$ cat config.mk
export PLATFORM = sky130hd
export DESIGN_NAME = uart_rx_frame_ctrl_flat
export DESIGN_NICKNAME = d
export VERILOG_FILES = /design/src/rtl/uart_rx_frame_ctrl_pkg.sv /design/src/rtl/uart_rx_frame_ctrl_if.sv /design/src/rtl/uart_rx_frame_ctrl_frame_timer.sv /design/src/rtl/uart_rx_frame_ctrl.sv /design/src/flat_wrapper.sv
export SDC_FILE = /design/constraint.sdc
export NUM_CORES = 1
export LEC_CHECK = 0
export ABC_CLOCK_PERIOD_IN_PS = 1550
export CAP_MARGIN = 10
export CORE_MARGIN = 5
export CORE_UTILIZATION = 30
export CTS_CLUSTER_DIAMETER = 80
export DETAILED_ROUTE_END_ITERATION = 10
export PLACE_DENSITY_LB_ADDON = 0.1
export SLEW_MARGIN = 20
export SYNTH_ARGS = -nofsm -noshare
export SYNTH_HDL_FRONTEND = slang
export SYNTH_SLANG_ARGS = --single-unit
$ cat constraint.sdc
create_clock -name Clk -period 1.55 [get_ports Clk]
set_input_delay 0.155 -clock Clk [delete_from_list [all_inputs] [get_ports Clk]]
set_output_delay 0.155 -clock Clk [all_outputs]
set_load 0.03 [all_outputs]
$ cat src/rtl/uart_rx_frame_ctrl_pkg.sv
// Shared types and constants for the UART RX two-byte command framer.
package uart_rx_frame_ctrl_pkg;

   typedef enum logic [1:0] {
      ST_IDLE      = 2'd0,
      ST_WAIT_ADDR = 2'd1,
      ST_ISSUE     = 2'd2
   } state_e;

   localparam int CMD_W  = 3;
   localparam int ADDR_W = 5;

   localparam logic [3:0] NBITS_8       = 4'b1000;
   // Header bits that must be zero in the command byte and the address byte.
   localparam logic [7:0] CMD_HDR_MASK  = 8'hF8;
   localparam logic [7:0] ADDR_HDR_MASK = 8'hE0;

   function automatic logic hdr_clear(input logic [7:0] b, input logic [7:0] mask);
      return (b & mask) == 8'h00;
   endfunction

endpackage

$ cat src/rtl/uart_rx_frame_ctrl_if.sv
// Receiver-side and sensor-side signals of the framer, bundled with modports.
interface uart_rx_frame_ctrl_if;
   import uart_rx_frame_ctrl_pkg::*;

   logic              RxDone;
   logic [7:0]        RxData;
   logic              RxEn;
   logic [3:0]        NBits;
   logic              CmdValid;
   logic [CMD_W-1:0]  CmdCode;
   logic [ADDR_W-1:0] CmdAddr;
   logic              CmdReady;
   logic              FrameErr;
   logic              Busy;

   modport slave (
      input  RxDone, RxData, CmdReady,
      output RxEn, NBits, CmdValid, CmdCode, CmdAddr, FrameErr, Busy
   );

   modport master (
      output RxDone, RxData, CmdReady,
      input  RxEn, NBits, CmdValid, CmdCode, CmdAddr, FrameErr, Busy
   );

endinterface

$ cat src/rtl/uart_rx_frame_ctrl_frame_timer.sv
// Saturating inter-byte timeout counter; expired_o flags LIMIT-1 reached.
module frame_timer #(
   parameter int unsigned LIMIT = 50000
) (
   input  logic Clk,
   input  logic Rst_n,
   input  logic clr_i,
   input  logic en_i,
   output logic expired_o
);

   localparam int unsigned W    = (LIMIT > 1) ? $clog2(LIMIT) : 1;
   localparam logic [W-1:0] LAST = W'(LIMIT - 1);

   logic [W-1:0] cnt_q, cnt_d;

   assign expired_o = (cnt_q == LAST);

   // Holds at LAST rather than wrapping back to zero.
   always_comb begin
      cnt_d = cnt_q;
      if (clr_i)
         cnt_d = '0;
      else if (en_i && !expired_o)
         cnt_d = cnt_q + 1'b1;
   end

   always_ff @(posedge Clk or negedge Rst_n) begin
      if (!Rst_n) cnt_q <= '0;
      else        cnt_q <= cnt_d;
   end

endmodule

$ cat src/rtl/uart_rx_frame_ctrl.sv
// Assembles a command byte and an address byte from a UART receiver into a
// valid/ready command, rejecting malformed or timed-out frames.
module uart_rx_frame_ctrl
   import uart_rx_frame_ctrl_pkg::*;
#(
   parameter int unsigned CLKS_PER_BIT = 434,
   parameter int unsigned TIMEOUT_CLKS = 50000
) (
   input  logic                 Clk,
   input  logic                 Rst_n,
   uart_rx_frame_ctrl_if.slave  bus
);

   if (CLKS_PER_BIT == 0 || TIMEOUT_CLKS < 2) begin : g_bad_cfg
      $error("uart_rx_frame_ctrl: CLKS_PER_BIT must be nonzero and TIMEOUT_CLKS at least 2");
   end

   state_e            state_q, state_d;
   logic              rx_done_q;
   logic              accept, reject, timeout;
   logic              rx_en_q, rx_en_d;
   logic              cmd_valid_q, cmd_valid_d;
   logic              frame_err_q, frame_err_d;
   logic [CMD_W-1:0]  code_q, code_d;
   logic [ADDR_W-1:0] addr_q, addr_d;

   // History resets high so a level already high at reset release is not an edge.
   assign accept = bus.RxDone && !rx_done_q && (state_q != ST_ISSUE);

   frame_timer #(.LIMIT(TIMEOUT_CLKS)) u_timer (
      .Clk       (Clk),
      .Rst_n     (Rst_n),
      .clr_i     (state_q != ST_WAIT_ADDR),
      .en_i      (state_q == ST_WAIT_ADDR),
      .expired_o (timeout)
   );

   always_ff @(posedge Clk or negedge Rst_n) begin
      if (!Rst_n) begin
         state_q     <= ST_IDLE;
         rx_done_q   <= 1'b1;
         rx_en_q     <= 1'b0;
         cmd_valid_q <= 1'b0;
         frame_err_q <= 1'b0;
         code_q      <= '0;
         addr_q      <= '0;
      end else begin
         state_q     <= state_d;
         rx_done_q   <= bus.RxDone;
         rx_en_q     <= rx_en_d;
         cmd_valid_q <= cmd_valid_d;
         frame_err_q <= frame_err_d;
         code_q      <= code_d;
         addr_q      <= addr_d;
      end
   end

   always_comb begin
      state_d = state_q;
      reject  = 1'b0;
      case (state_q)
         ST_IDLE: begin
            if (accept) begin
               if (hdr_clear(bus.RxData, CMD_HDR_MASK)) state_d = ST_WAIT_ADDR;
               else                                      reject  = 1'b1;
            end
         end
         ST_WAIT_ADDR: begin
            // A byte arriving in the expiry cycle takes priority over the timeout.
            if (accept) begin
               if (hdr_clear(bus.RxData, ADDR_HDR_MASK)) begin
                  state_d = ST_ISSUE;
               end else begin
                  state_d = ST_IDLE;
                  reject  = 1'b1;
               end
            end else if (timeout) begin
               state_d = ST_IDLE;
               reject  = 1'b1;
            end
         end
         ST_ISSUE: begin
            if (cmd_valid_q && bus.CmdReady) state_d = ST_IDLE;
         end
         default: state_d = ST_IDLE;
      endcase
   end

   always_comb begin
      rx_en_d     = (state_d != ST_ISSUE);
      cmd_valid_d = (state_d == ST_ISSUE);
      frame_err_d = reject;
      code_d      = code_q;
      addr_d      = addr_q;
      if (state_q == ST_IDLE && state_d == ST_WAIT_ADDR)
         code_d = bus.RxData[CMD_W-1:0];
      if (state_q == ST_WAIT_ADDR && state_d == ST_ISSUE)
         addr_d = bus.RxData[ADDR_W-1:0];
   end

   assign bus.RxEn     = rx_en_q;
   assign bus.NBits    = NBITS_8;
   assign bus.CmdValid = cmd_valid_q;
   assign bus.CmdCode  = code_q;
   assign bus.CmdAddr  = addr_q;
   assign bus.FrameErr = frame_err_q;
   assign bus.Busy     = (state_q != ST_IDLE);

endmodule

$ cat src/flat_wrapper.sv
// flat-port wrapper written by rule: the top's interface ports become plain ports
module uart_rx_frame_ctrl_flat import uart_rx_frame_ctrl_pkg::*;
#(
   parameter int unsigned CLKS_PER_BIT = 434,
   parameter int unsigned TIMEOUT_CLKS = 50000
)
  (Clk, Rst_n, bus_RxDone, bus_RxData, bus_CmdReady, bus_RxEn, bus_NBits, bus_CmdValid, bus_CmdCode, bus_CmdAddr, bus_FrameErr, bus_Busy);
  uart_rx_frame_ctrl_if bus_i ();
  input  logic Clk;
  input  logic Rst_n;
  input wire logic [$bits(bus_i.RxDone)-1:0] bus_RxDone;
  input wire logic [$bits(bus_i.RxData)-1:0] bus_RxData;
  input wire logic [$bits(bus_i.CmdReady)-1:0] bus_CmdReady;
  output wire logic [$bits(bus_i.RxEn)-1:0] bus_RxEn;
  output wire logic [$bits(bus_i.NBits)-1:0] bus_NBits;
  output wire logic [$bits(bus_i.CmdValid)-1:0] bus_CmdValid;
  output wire logic [$bits(bus_i.CmdCode)-1:0] bus_CmdCode;
  output wire logic [$bits(bus_i.CmdAddr)-1:0] bus_CmdAddr;
  output wire logic [$bits(bus_i.FrameErr)-1:0] bus_FrameErr;
  output wire logic [$bits(bus_i.Busy)-1:0] bus_Busy;
  assign bus_i.RxDone = bus_RxDone;
  assign bus_i.RxData = bus_RxData;
  assign bus_i.CmdReady = bus_CmdReady;
  assign bus_RxEn = bus_i.RxEn;
  assign bus_NBits = bus_i.NBits;
  assign bus_CmdValid = bus_i.CmdValid;
  assign bus_CmdCode = bus_i.CmdCode;
  assign bus_CmdAddr = bus_i.CmdAddr;
  assign bus_FrameErr = bus_i.FrameErr;
  assign bus_Busy = bus_i.Busy;
  uart_rx_frame_ctrl #(.CLKS_PER_BIT(CLKS_PER_BIT), .TIMEOUT_CLKS(TIMEOUT_CLKS)) u_core (.Clk(Clk), .Rst_n(Rst_n), .bus(bus_i));
endmodule
==> results by group <==
Pwr
  • Sw Pwr: 434 uW
  • Reg power frac: 48.4%
  • Worst vdd ir: around 410 uV
  • Pwr Total: about 1700 uW
  • Comb pwr share: around 13%
  • Pwr Density: 835 mW/mm^2
  • Switch share: 25.6%
  • Clk pwr share: about two fifths
  • Internal Pwr Total: about 1300 uW
  • Leakage Power: slightly below 0.0009 uW

Final layout
  • Antenna cell count: 0
  • Layout area overhead: 46.1%
  • Most common cell after layout, fill and taps aside: dfrtp_1
  • Finished Cell Area: around 0.0020 sq mm
  • # nets final: around 200
  • Non-filler instance count after layout: around 240
  • Number of fill cells: between 400 and 500
  • Share of layout cells above drive strength 1: 29.7%
  • Most frequent cells in the layout: dfrtp_1 (29), buf_4 (25), clkdlybuf4s50_1 (22)

Floorplan
  • Starting Density: 31.5%
  • DIE HEIGHT: between 70 and 80 microns
  • Rows: 24
  • Die footprint: between 0.006 and 0.007 sq mm
  • Core Region: 0.00441 sq mm
  • Die outline width: ~78 microns
  • I/O pins: 28

Worst setup path
  • RR Endpoint: u_core.bus.FrameErr
  • Worst Reg-to-Reg Cells: 6
  • Critical-path cell list: or4_4 > nor4_4 > buf_6 > buf_6 > nand3_1 > a21oi_1
  • CP Buf/Inv Count: 2
  • CP Class: flop to flop
  • Crit Path Max Fanout: 6
  • CP top delay family: simple AND/OR/NAND/NOR gates
  • Required @ worst endpoint: approximately 1800 ps
  • Most frequent CP cell: buf_6
  • Crit-path slowest cell: or4_4
  • CP Capture Type: flop
  • CP Launch Type: flop
  • Reg2reg start: u_core.u_timer.cnt_q[10]
  • Setup slack, reg-to-reg: -60 ps
  • WP data arrival: roughly 1800 ps
  • Slowest stage delay, CP: between 500 and 600 ps
  • Worst Setup SP: u_core.u_timer.cnt_q[10]

Drt
  • Detail Route Antenna Nets: 0
  • Drt drc: 0
  • Initial drt markers: just over 70
  • WL/cell: roughly 13 microns
  • Pre-antenna DRT Iters: 4
  • Drt total wl: between 3000 and 4000 microns
  • Vias per inst: between 4 and 5
  • Via count: between 1k and 1.5k

STA
  • Min Tclk post-route: between 1500 and 2000 ps
  • Fin crit share: 104%
  • Final Worst Setup Slack: -59.3 ps
  • Fmax: 621 MHz
  • RSZ-0062 raised after global routing: yes
  • Worst Skew: roughly 5.3 ps
  • Fin. max-slew vios: 0
  • Final setup TNS: -136 ps
  • Final setup vio count: 4
  • Final hold violations: 0

Yosys
  • Distinct cell type count after synthesis: 33
  • Sequential fraction of the synthesis area: 54.0%
  • Yosys warns: 0
  • Post-Syn Area: 0.00139 sq mm
  • Post-Synthesis Cells: 130
  • Syn Area/Cell: 10.7 sq um
  • Yosys reg bits: 30

Clock network
  • Clock sink count: 30
  • Clk_lat worst skew: roughly 280 ps
  • Clock Pin Slew Worst Setup and Hold Paths: 70 ps
  • CTS H-Tree Depth: 2
  • CTS tree: yes
  • TritonCTS buffer count: 5
  • Clk root buf: clkbuf_8
  • Max Buffers Root-to-Sink: 2
  • Hold Buf Count CTS: 0

Placed design
  • Cell count after placement: around 230
  • PortBufs: 23
  • Final GP Congestion: 0.708
  • Placed Instance Area: ~0.0018 sq mm
  • HPWL after DPL: 2170 microns

GRT
  • Grt total ovfl: 0
  • GRT Util Overall: approximately 11%
  • First-pass GRT wire length: 5530 microns
  • Vias in the first global route: ~1.2k
  • Largest net degree at the start of global routing: 31
  • Initial antenna violation count: 0

Outcome
  • Outcome: finished with violations
  • Failing checks: negative setup slack

Run
  • Maxcap violations: 0

Hold path
  • Worst min path class: input pin to async pin
==> cells by family after synthesis <==
logic type                 Yosys count  share of synthesized area, %
AOI/OAI and AO/OA                   15                          6.20
xor gates and xnor gates             9                          5.67
adders and majority gates            1                         0.899
buffers and inverters               10                          3.78
DFF                                 30                          54.0
muxes                                9                          7.19
other                                2                         0.540
and+or+nand+nor                     54                          21.7
==> routing by layer <==
layer | GRT usage (%) | vias to the layer above | share of wire (%)
li1 | - | 557 | -
met1 | 15.1 | 521 | 49
met2 | 16.8 | 17 | 46
met3 | 3.66 | 5 | 3.8
met4 | 4.05 | 0 | 1.3
met5 | 0 | - | 0
==> registers in the layout, summed over array words and instances, names as in the netlist <==
register,count
u_core.state_q,2
u_core.bus.CmdAddr,5
u_core.bus.RxEn,1
u_core.bus.FrameErr,1
u_core.rx_done_q,1
u_core.bus.CmdValid,1
u_core.u_timer.cnt_q,16
u_core.bus.CmdCode,3
==> stage by stage <==
step	hold WS [ps]	utilization [%]	worst slack, ps
after floorplan	-141	-	-62.2
after global placement	488	41.9	-142
after detailed placement	493	41.9	-203
after CTS	277	44.3	-68.8
after global routing	298	46.1	-124
final	261	46.1	-59.3
==> how the worst max path moves through the flow <==
stage	to	depth (start not counted)	slack [ps]
3_3_place_gp	u_core.bus.CmdCode[1]	5	-140
2_1_floorplan	u_core.u_timer.cnt_q[1]	4	-60
3_5_place_dp	u_core.bus.CmdCode[0]	5	-200
6_report	u_core.bus.FrameErr	6	-60
4_1_cts	u_core.bus.FrameErr	6	-70
5_1_grt	u_core.u_timer.cnt_q[2]	6	-120
==> cell type report <==
type / count / area (sq um) / area share, %
Inverter: 4 / 15.0 / 0.738
Sequential cell: 30 / 752 / 37.0
Clock inverter: 2 / 12.5 / 0.615
Tap cell: 52 / 65.1 / 3.20
Timing Repair Buffer: 51 / 450 / 22.2
Multi-Input combinational cell: 92 / 656 / 32.2
Clock buffer: 6 / 82.6 / 4.06
==> power by group through the flow <==
stage	clock network [uW]	logic, uW	registers (uW)
detailed placement	0	216	836
finish	661	215	822
CTS	695	215	822
floorplan	0	59.3	883
global route	733	232	825
global placement	0	214	837
==> worst register-to-register path, cell delays in order, from the launching register on <==
cell and delay (ps):
dfrtp_1 380, or4_4 550, nor4_4 150, buf_6 160
buf_6 100, nand3_1 70, a21oi_1 130
==> Yosys cell counts (all sizes together) <==
cell,number,area (sq um)
a21oi,7,35.0
and2,1,6.26
buf,4,30.0
clkbuf,2,7.51
conb,2,7.51
dfrtp,29,726
dfstp,1,26.3
ha,1,12.5
inv,4,15.0
mux2,8,90.1
mux2i,1,10.0
nand2,8,30.0
nand2b,2,12.5
nand3,6,30.0
nand3b,1,7.51
nand4,3,18.8
nand4b,1,8.76
nand4bb,1,11.3
nor2,13,48.8
nor2b,2,12.5
nor3,4,20.0
nor4,5,46.3
o211ai,1,7.51
o21ai,4,20.0
o31ai,2,15.0
o41ai,1,8.76
or2,1,6.26
or3,5,31.3
or4,1,11.3
xnor2,8,70.1
xor2,1,8.76
==> repair_timing <==
item	CTS	global route
setup buffers	1	2
cloned	0	0
pin swaps	3	3
resized for setup	2	11
setup endpoints to repair	7	19
Note: power is estimated with default switching activity, not from simulation.
